## src/rtl/sigmoid_act_stream.sv

```systemverilog
// Streaming sigmoid activation: PLAN piecewise-linear approximation in a 2-stage elastic pipeline.
// Optional derivative output y*(1-y) is enabled with `define SIGMOID_ACT_DERIV_OUT_EN.
module sigmoid_act_stream #(
    parameter int DATA_WIDTH = 16,
    parameter int FRAC_BITS  = 8
) (
    input  logic                  clk_i,
    input  logic                  rst_ni,
    input  logic                  valid_i,
    output logic                  ready_o,
    input  logic [DATA_WIDTH-1:0] z_i,
    output logic                  valid_o,
    input  logic                  ready_i,
`ifdef SIGMOID_ACT_DERIV_OUT_EN
    output logic [DATA_WIDTH-1:0] y_o,
    output logic [DATA_WIDTH-1:0] deriv_o
`else
    output logic [DATA_WIDTH-1:0] y_o
`endif
);

    localparam int AW = DATA_WIDTH + 1;

    typedef logic        [AW-1:0] mag_t;
    typedef logic signed [AW:0]   acc_t;

    localparam mag_t ONE      = mag_t'(1)  << FRAC_BITS;
    localparam mag_t TH_5P0   = mag_t'(5)  << FRAC_BITS;
    localparam mag_t TH_2P375 = mag_t'(19) << (FRAC_BITS - 3);
    localparam mag_t OFS_SEG0 = mag_t'(1)  << (FRAC_BITS - 1);
    localparam mag_t OFS_SEG1 = mag_t'(5)  << (FRAC_BITS - 3);
    localparam mag_t OFS_SEG2 = mag_t'(27) << (FRAC_BITS - 5);

    // One extra bit so the most-negative input has a representable magnitude.
    function automatic mag_t abs_ext(input logic signed [DATA_WIDTH-1:0] z);
        logic signed [AW-1:0] ze;
        ze = {z[DATA_WIDTH-1], z};
        return z[DATA_WIDTH-1] ? mag_t'(-ze) : mag_t'(ze);
    endfunction

    function automatic logic [1:0] seg_of(input mag_t a);
        if (a >= TH_5P0)        return 2'd3;
        else if (a >= TH_2P375) return 2'd2;
        else if (a >= ONE)      return 2'd1;
        else                    return 2'd0;
    endfunction

    function automatic mag_t plan_mag(input mag_t a, input logic [1:0] seg);
        case (seg)
            2'd0:    return (a >> 2) + OFS_SEG0;
            2'd1:    return (a >> 3) + OFS_SEG1;
            2'd2:    return (a >> 5) + OFS_SEG2;
            default: return ONE;
        endcase
    endfunction

    function automatic logic [DATA_WIDTH-1:0] sat_unit(input acc_t v);
        if (v < 0)                return '0;
        else if (v > acc_t'(ONE)) return DATA_WIDTH'(ONE);
        else                      return v[DATA_WIDTH-1:0];
    endfunction

`ifdef SIGMOID_ACT_DERIV_OUT_EN
    function automatic logic [DATA_WIDTH-1:0] deriv_of(input logic [DATA_WIDTH-1:0] y);
        logic [2*DATA_WIDTH-1:0] prod;
        prod = (2*DATA_WIDTH)'(y) * (2*DATA_WIDTH)'(DATA_WIDTH'(ONE) - y);
        return DATA_WIDTH'(prod >> FRAC_BITS);
    endfunction
`endif

    logic                  en1, en2, take_in, adv;
    logic signed [DATA_WIDTH-1:0] z_s;
    mag_t                  mag_in;
    acc_t                  p_s, y_raw;
    logic [DATA_WIDTH-1:0] y_new;

    logic                  vld_p1_q, vld_p1_d;
    logic                  sgn_p1_q, sgn_p1_d;
    mag_t                  mag_p1_q, mag_p1_d;
    logic [1:0]            seg_p1_q, seg_p1_d;
    logic                  vld_p2_q, vld_p2_d;
    logic [DATA_WIDTH-1:0] y_p2_q, y_p2_d;
`ifdef SIGMOID_ACT_DERIV_OUT_EN
    logic [DATA_WIDTH-1:0] deriv_p2_q, deriv_p2_d;
`endif

    always_comb begin
        en2     = ~vld_p2_q | ready_i;
        en1     = ~vld_p1_q | en2;
        take_in = valid_i & en1;
        adv     = vld_p1_q & en2;
    end

    assign ready_o = en1;
    assign z_s     = z_i;
    assign mag_in  = abs_ext(z_s);

    // Stage 1: sign, magnitude and segment select.
    always_comb begin
        vld_p1_d = en1 ? valid_i : vld_p1_q;
        sgn_p1_d = sgn_p1_q;
        mag_p1_d = mag_p1_q;
        seg_p1_d = seg_p1_q;
        if (take_in) begin
            sgn_p1_d = z_s[DATA_WIDTH-1];
            mag_p1_d = mag_in;
            seg_p1_d = seg_of(mag_in);
        end
    end

    // Stage 2: shift-add line, sign fold, clamp to [0, 1.0].
    always_comb begin
        p_s   = acc_t'(plan_mag(mag_p1_q, seg_p1_q));
        y_raw = sgn_p1_q ? (acc_t'(ONE) - p_s) : p_s;
        y_new = sat_unit(y_raw);
    end

    always_comb begin
        vld_p2_d = en2 ? vld_p1_q : vld_p2_q;
        y_p2_d   = adv ? y_new : y_p2_q;
`ifdef SIGMOID_ACT_DERIV_OUT_EN
        deriv_p2_d = adv ? deriv_of(y_new) : deriv_p2_q;
`endif
    end

    always_ff @(posedge clk_i or negedge rst_ni) begin
        if (!rst_ni) begin
            vld_p1_q <= 1'b0;
            sgn_p1_q <= 1'b0;
            mag_p1_q <= '0;
            seg_p1_q <= '0;
            vld_p2_q <= 1'b0;
            y_p2_q   <= '0;
`ifdef SIGMOID_ACT_DERIV_OUT_EN
            deriv_p2_q <= '0;
`endif
        end else begin
            vld_p1_q <= vld_p1_d;
            sgn_p1_q <= sgn_p1_d;
            mag_p1_q <= mag_p1_d;
            seg_p1_q <= seg_p1_d;
            vld_p2_q <= vld_p2_d;
            y_p2_q   <= y_p2_d;
`ifdef SIGMOID_ACT_DERIV_OUT_EN
            deriv_p2_q <= deriv_p2_d;
`endif
        end
    end

    assign valid_o = vld_p2_q;
    assign y_o     = y_p2_q;
`ifdef SIGMOID_ACT_DERIV_OUT_EN
    assign deriv_o = deriv_p2_q;
`endif

endmodule

```

## config.mk

```make
export PLATFORM = sky130hd
export DESIGN_NAME = sigmoid_act_stream
export DESIGN_NICKNAME = d
export VERILOG_FILES = /design/src/rtl/sigmoid_act_stream.sv
export SDC_FILE = /design/constraint.sdc
export NUM_CORES = 1
export LEC_CHECK = 0
export ABC_CLOCK_PERIOD_IN_PS = 4600
export CAP_MARGIN = 20
export CORE_MARGIN = 2
export CORE_UTILIZATION = 56
export DETAILED_ROUTE_END_ITERATION = 6
export HOLD_SLACK_MARGIN = 0.15
export PLACE_DENSITY_LB_ADDON = 0.2
export SKIP_CTS_REPAIR_TIMING = 1
export SYNTH_ARGS = -nofsm -noshare
export SYNTH_HDL_FRONTEND = slang
export SYNTH_SLANG_ARGS = --single-unit
```

## constraint.sdc

```tcl
create_clock -name clk_i -period 4.6 [get_ports clk_i]
set_input_delay 1.15 -clock clk_i [delete_from_list [all_inputs] [get_ports clk_i]]
set_output_delay 1.15 -clock clk_i [all_outputs]
set_load 0.05 [all_outputs]
```

==> reports/results.ini <==
[die]
chipWidth_um = 76.1
initial_core_util = 0.573
area_inside_the_core_boundary_sq_um = 5070
standard_cell_rows = 26
dieHeight_um = 76.1
die_area_sq_um = 5790
design.portCount = 38

[synth]
ys.flop_type = sky130_fd_sc_hd__dfrtp_1
yosys_register_bits = 36
synth_cells = 351
synthesis.area_per_instance_sq_um = 8.29
syn-cell-area_sq_um = 2910
synth.area.top_cells = sky130_fd_sc_hd__dfrtp_1, sky130_fd_sc_hd__nand2_1, sky130_fd_sc_hd__xor2_1
netlist.area_leader.share = 0.310
synthArstFlopShare = 1.00
synth-edff-count = 0
yosysTopAreaCell = sky130_fd_sc_hd__dfrtp_1
postSynthNetCount = 378
synth-seq-area-share = 0.310
ys_types = 57
synth_warnings = 0

[pwr]
p_int_uw = 645
share_comb_of_total_power = 0.332
power_per_cell_area_nw_per_um2 = 296
switching_share = 0.358
clkPwrFrac = 0.276
finalPower_uw = 1010
seq_power_share = 0.393
p_switching_uw = 360
peakVddDrop_uv = 246
leakage_uw = 0.00134

[finish]
num-fill-cells = 453
area_growth_from_synthesis_to_final_layout_pct = 16.6
layout_commonest_cell = sky130_fd_sc_hd__nand2_1
diodes_inserted = 0
most-common-layout-cells = sky130_fd_sc_hd__nand2_1, sky130_fd_sc_hd__clkdlybuf4s50_1, sky130_fd_sc_hd__dfrtp_1
final_layout_size_suffix_gt1_frac = 0.0582
finalInstanceArea_sq_um = 3390
finalNetCount = 404
layout.core_utilization = 0.668

[detailed_routing]
vias = 2617
antenna_left = 0
drt_pass1_iterations = 4
route.detailed.wl_per_inst_um = 14.0
post_drt_via_cell_ratio = 5.84
drt_iter0_markers = 133
drt_wl_total_mm = 6.25
drt_drc_violations_left = 0

[sta]
clock-skew-final_ns = 0.0114
maxSlewViolCount = 0
setup_viol_count_final = 0
rsz_0062_raised_after_global_routing = false
min_period_over_period = 0.856
achievable-frequency_mhz = 254
relSlewSlack = 0.519
report.final.hold_viol_count = 0
post-route-min-period_ns = 3.94
fin_tns_setup_ns = 0
max_slew.worst_pin.slew_ns = 0.722

[flow_run]
cap_viol_max_count = 0

[setup_path]
critical_path.startpoint_type = flip-flop
path_max_fanout = 23
worst-setup-path-type = flip-flop to flip-flop
crit_arrival_ns = 4.12
worst_setup_path_end_kind = flip-flop
worst_endpoint_required_time_ns = 4.79

[placement]
placedInstanceArea_sq_um = 3280
i_o_buffers = 37
routabilityCongestion = 0.931
detailedPlacementHpwl_mm = 4.75

[clock_network]
cts_made_buffers = 5
cts_tree = done
clk_latency_ns = 0.29
worst_setup_hold_path_clk_slew_ns = 0.08
clockBufferDepth = 2
tritoncts_num_sinks = 36
clock_tree.root_cell = sky130_fd_sc_hd__clkbuf_8
cts_max_level = 2

[worst_hold_path]
min_path_type = flip-flop to flip-flop

[global_route]
grt_util_all_layers = 0.223
grt_first_pass_wirelength_mm = 10.9
antenna_violations_before_repair = 0
grt_start_max_net_pins = 37
via_count_of_the_first_global_routing_pass = 2416
grt-ovfl-total = 0

[outcome]
status = completed

synth_stat cells, types with 5 or more instances:
cell / number
sky130_fd_sc_hd__xor2_1: 19
sky130_fd_sc_hd__xnor2_1: 17
sky130_fd_sc_hd__nand4_1: 5
sky130_fd_sc_hd__and2_1: 11
sky130_fd_sc_hd__a21oi_1: 16
sky130_fd_sc_hd__ha_1: 7
sky130_fd_sc_hd__o31ai_1: 5
sky130_fd_sc_hd__nand2b_1: 9
sky130_fd_sc_hd__nor3_1: 5
sky130_fd_sc_hd__o41ai_1: 5
sky130_fd_sc_hd__nor2b_1: 5
sky130_fd_sc_hd__a31oi_1: 6
sky130_fd_sc_hd__o21ai_0: 28
sky130_fd_sc_hd__nand2_1: 49
sky130_fd_sc_hd__nor2_1: 20
sky130_fd_sc_hd__nand3_1: 10
sky130_fd_sc_hd__inv_1: 12
sky130_fd_sc_hd__clkbuf_1: 12
sky130_fd_sc_hd__dfrtp_1: 36
sky130_fd_sc_hd__mux2i_1: 7
critical path, cell delays in order (launching register included):
cell	delay, ns
sky130_fd_sc_hd__dfrtp_1	0.81
sky130_fd_sc_hd__o21ai_0	0.33
sky130_fd_sc_hd__inv_1	0.18
sky130_fd_sc_hd__ha_1	0.22
sky130_fd_sc_hd__and3_2	0.24
sky130_fd_sc_hd__nand4b_4	0.14
sky130_fd_sc_hd__a2111oi_2	0.59
sky130_fd_sc_hd__and3b_1	0.24
sky130_fd_sc_hd__a211oi_1	0.05
sky130_fd_sc_hd__or4_1	0.64
sky130_fd_sc_hd__o41ai_1	0.39
path summary, 6_finish.rpt:
check | startpoint | depth (start not counted) | slack, ns | end
setup / recovery | seg_p1_q[1] | 10 | 0.66 | y_o[0]
hold / removal | y_o[6] | 2 | 0.48 | y_o[6]
setup reg to reg | seg_p1_q[1] | 10 | 0.66 | y_o[0]
hold reg to reg | y_o[6] | 2 | 0.48 | y_o[6]
max in group asynchronous | rst_ni | 2 | 3.01 | mag_p1_q[15]
min in group asynchronous | rst_ni | 2 | 1.26 | y_o[0]
cells by family after synthesis:
kind of cell             after synthesis  share of synthesized area
adder cells (fa/ha/maj)                7                     0.0301
multiplexers                           9                     0.0318
flip-flops                            36                      0.310
AND/OR/NAND/NOR                      139                      0.248
buffers and inverters                 32                     0.0507
AO/OA/AOI/OAI                         92                      0.221
XOR/XNOR                              36                      0.108
stage by stage:
step / hold slack (ns) / setup slack, ns / std cells
final: 0.482 / 0.662 / 448
after global routing: 0.504 / 0.293 / 448
after CTS: 0.489 / 0.633 / 448
after detailed placement: 0.470 / 0.616 / 440
after global placement: 0.461 / 0.697 / 440
after floorplan: 0.449 / 1.07 / 351
routing by layer:
| metal | routed length [um] | global-route usage |
|---|---|---|
| met3 | 164 | 0.0320 |
| met1 | 3030 | 0.306 |
| met2 | 2980 | 0.365 |
| met4 | 75 | 0.0745 |
| met5 | 0 | 0 |
sequential cells by signal, summed over array words and instances (netlist names):
| register | count |
|---|---|
| vld_p1_q | 1 |
| seg_p1_q | 2 |
| y_o | 16 |
| mag_p1_q | 15 |
| valid_o | 1 |
| sgn_p1_q | 1 |
power by group through the flow:
stage	Clock, uW	Combinational (uW)	Sequential [uW]
floorplan	0	237	405
global placement	0	328	399
detailed placement	0	332	400
CTS	279	333	394
global route	297	370	400
finish	277	333	395
final cells by class:
class	count	area (sq um)	area share
Clock inverter	3	42.5	0.0125
Multi-Input combinational cell	283	1860	0.549
Tap cell	70	87.6	0.0258
Clock buffer	5	68.8	0.0203
Inverter	12	45.0	0.0133
Timing Repair Buffer	39	385	0.114
Sequential cell	36	901	0.266
Power figures use the tool's default switching activity.
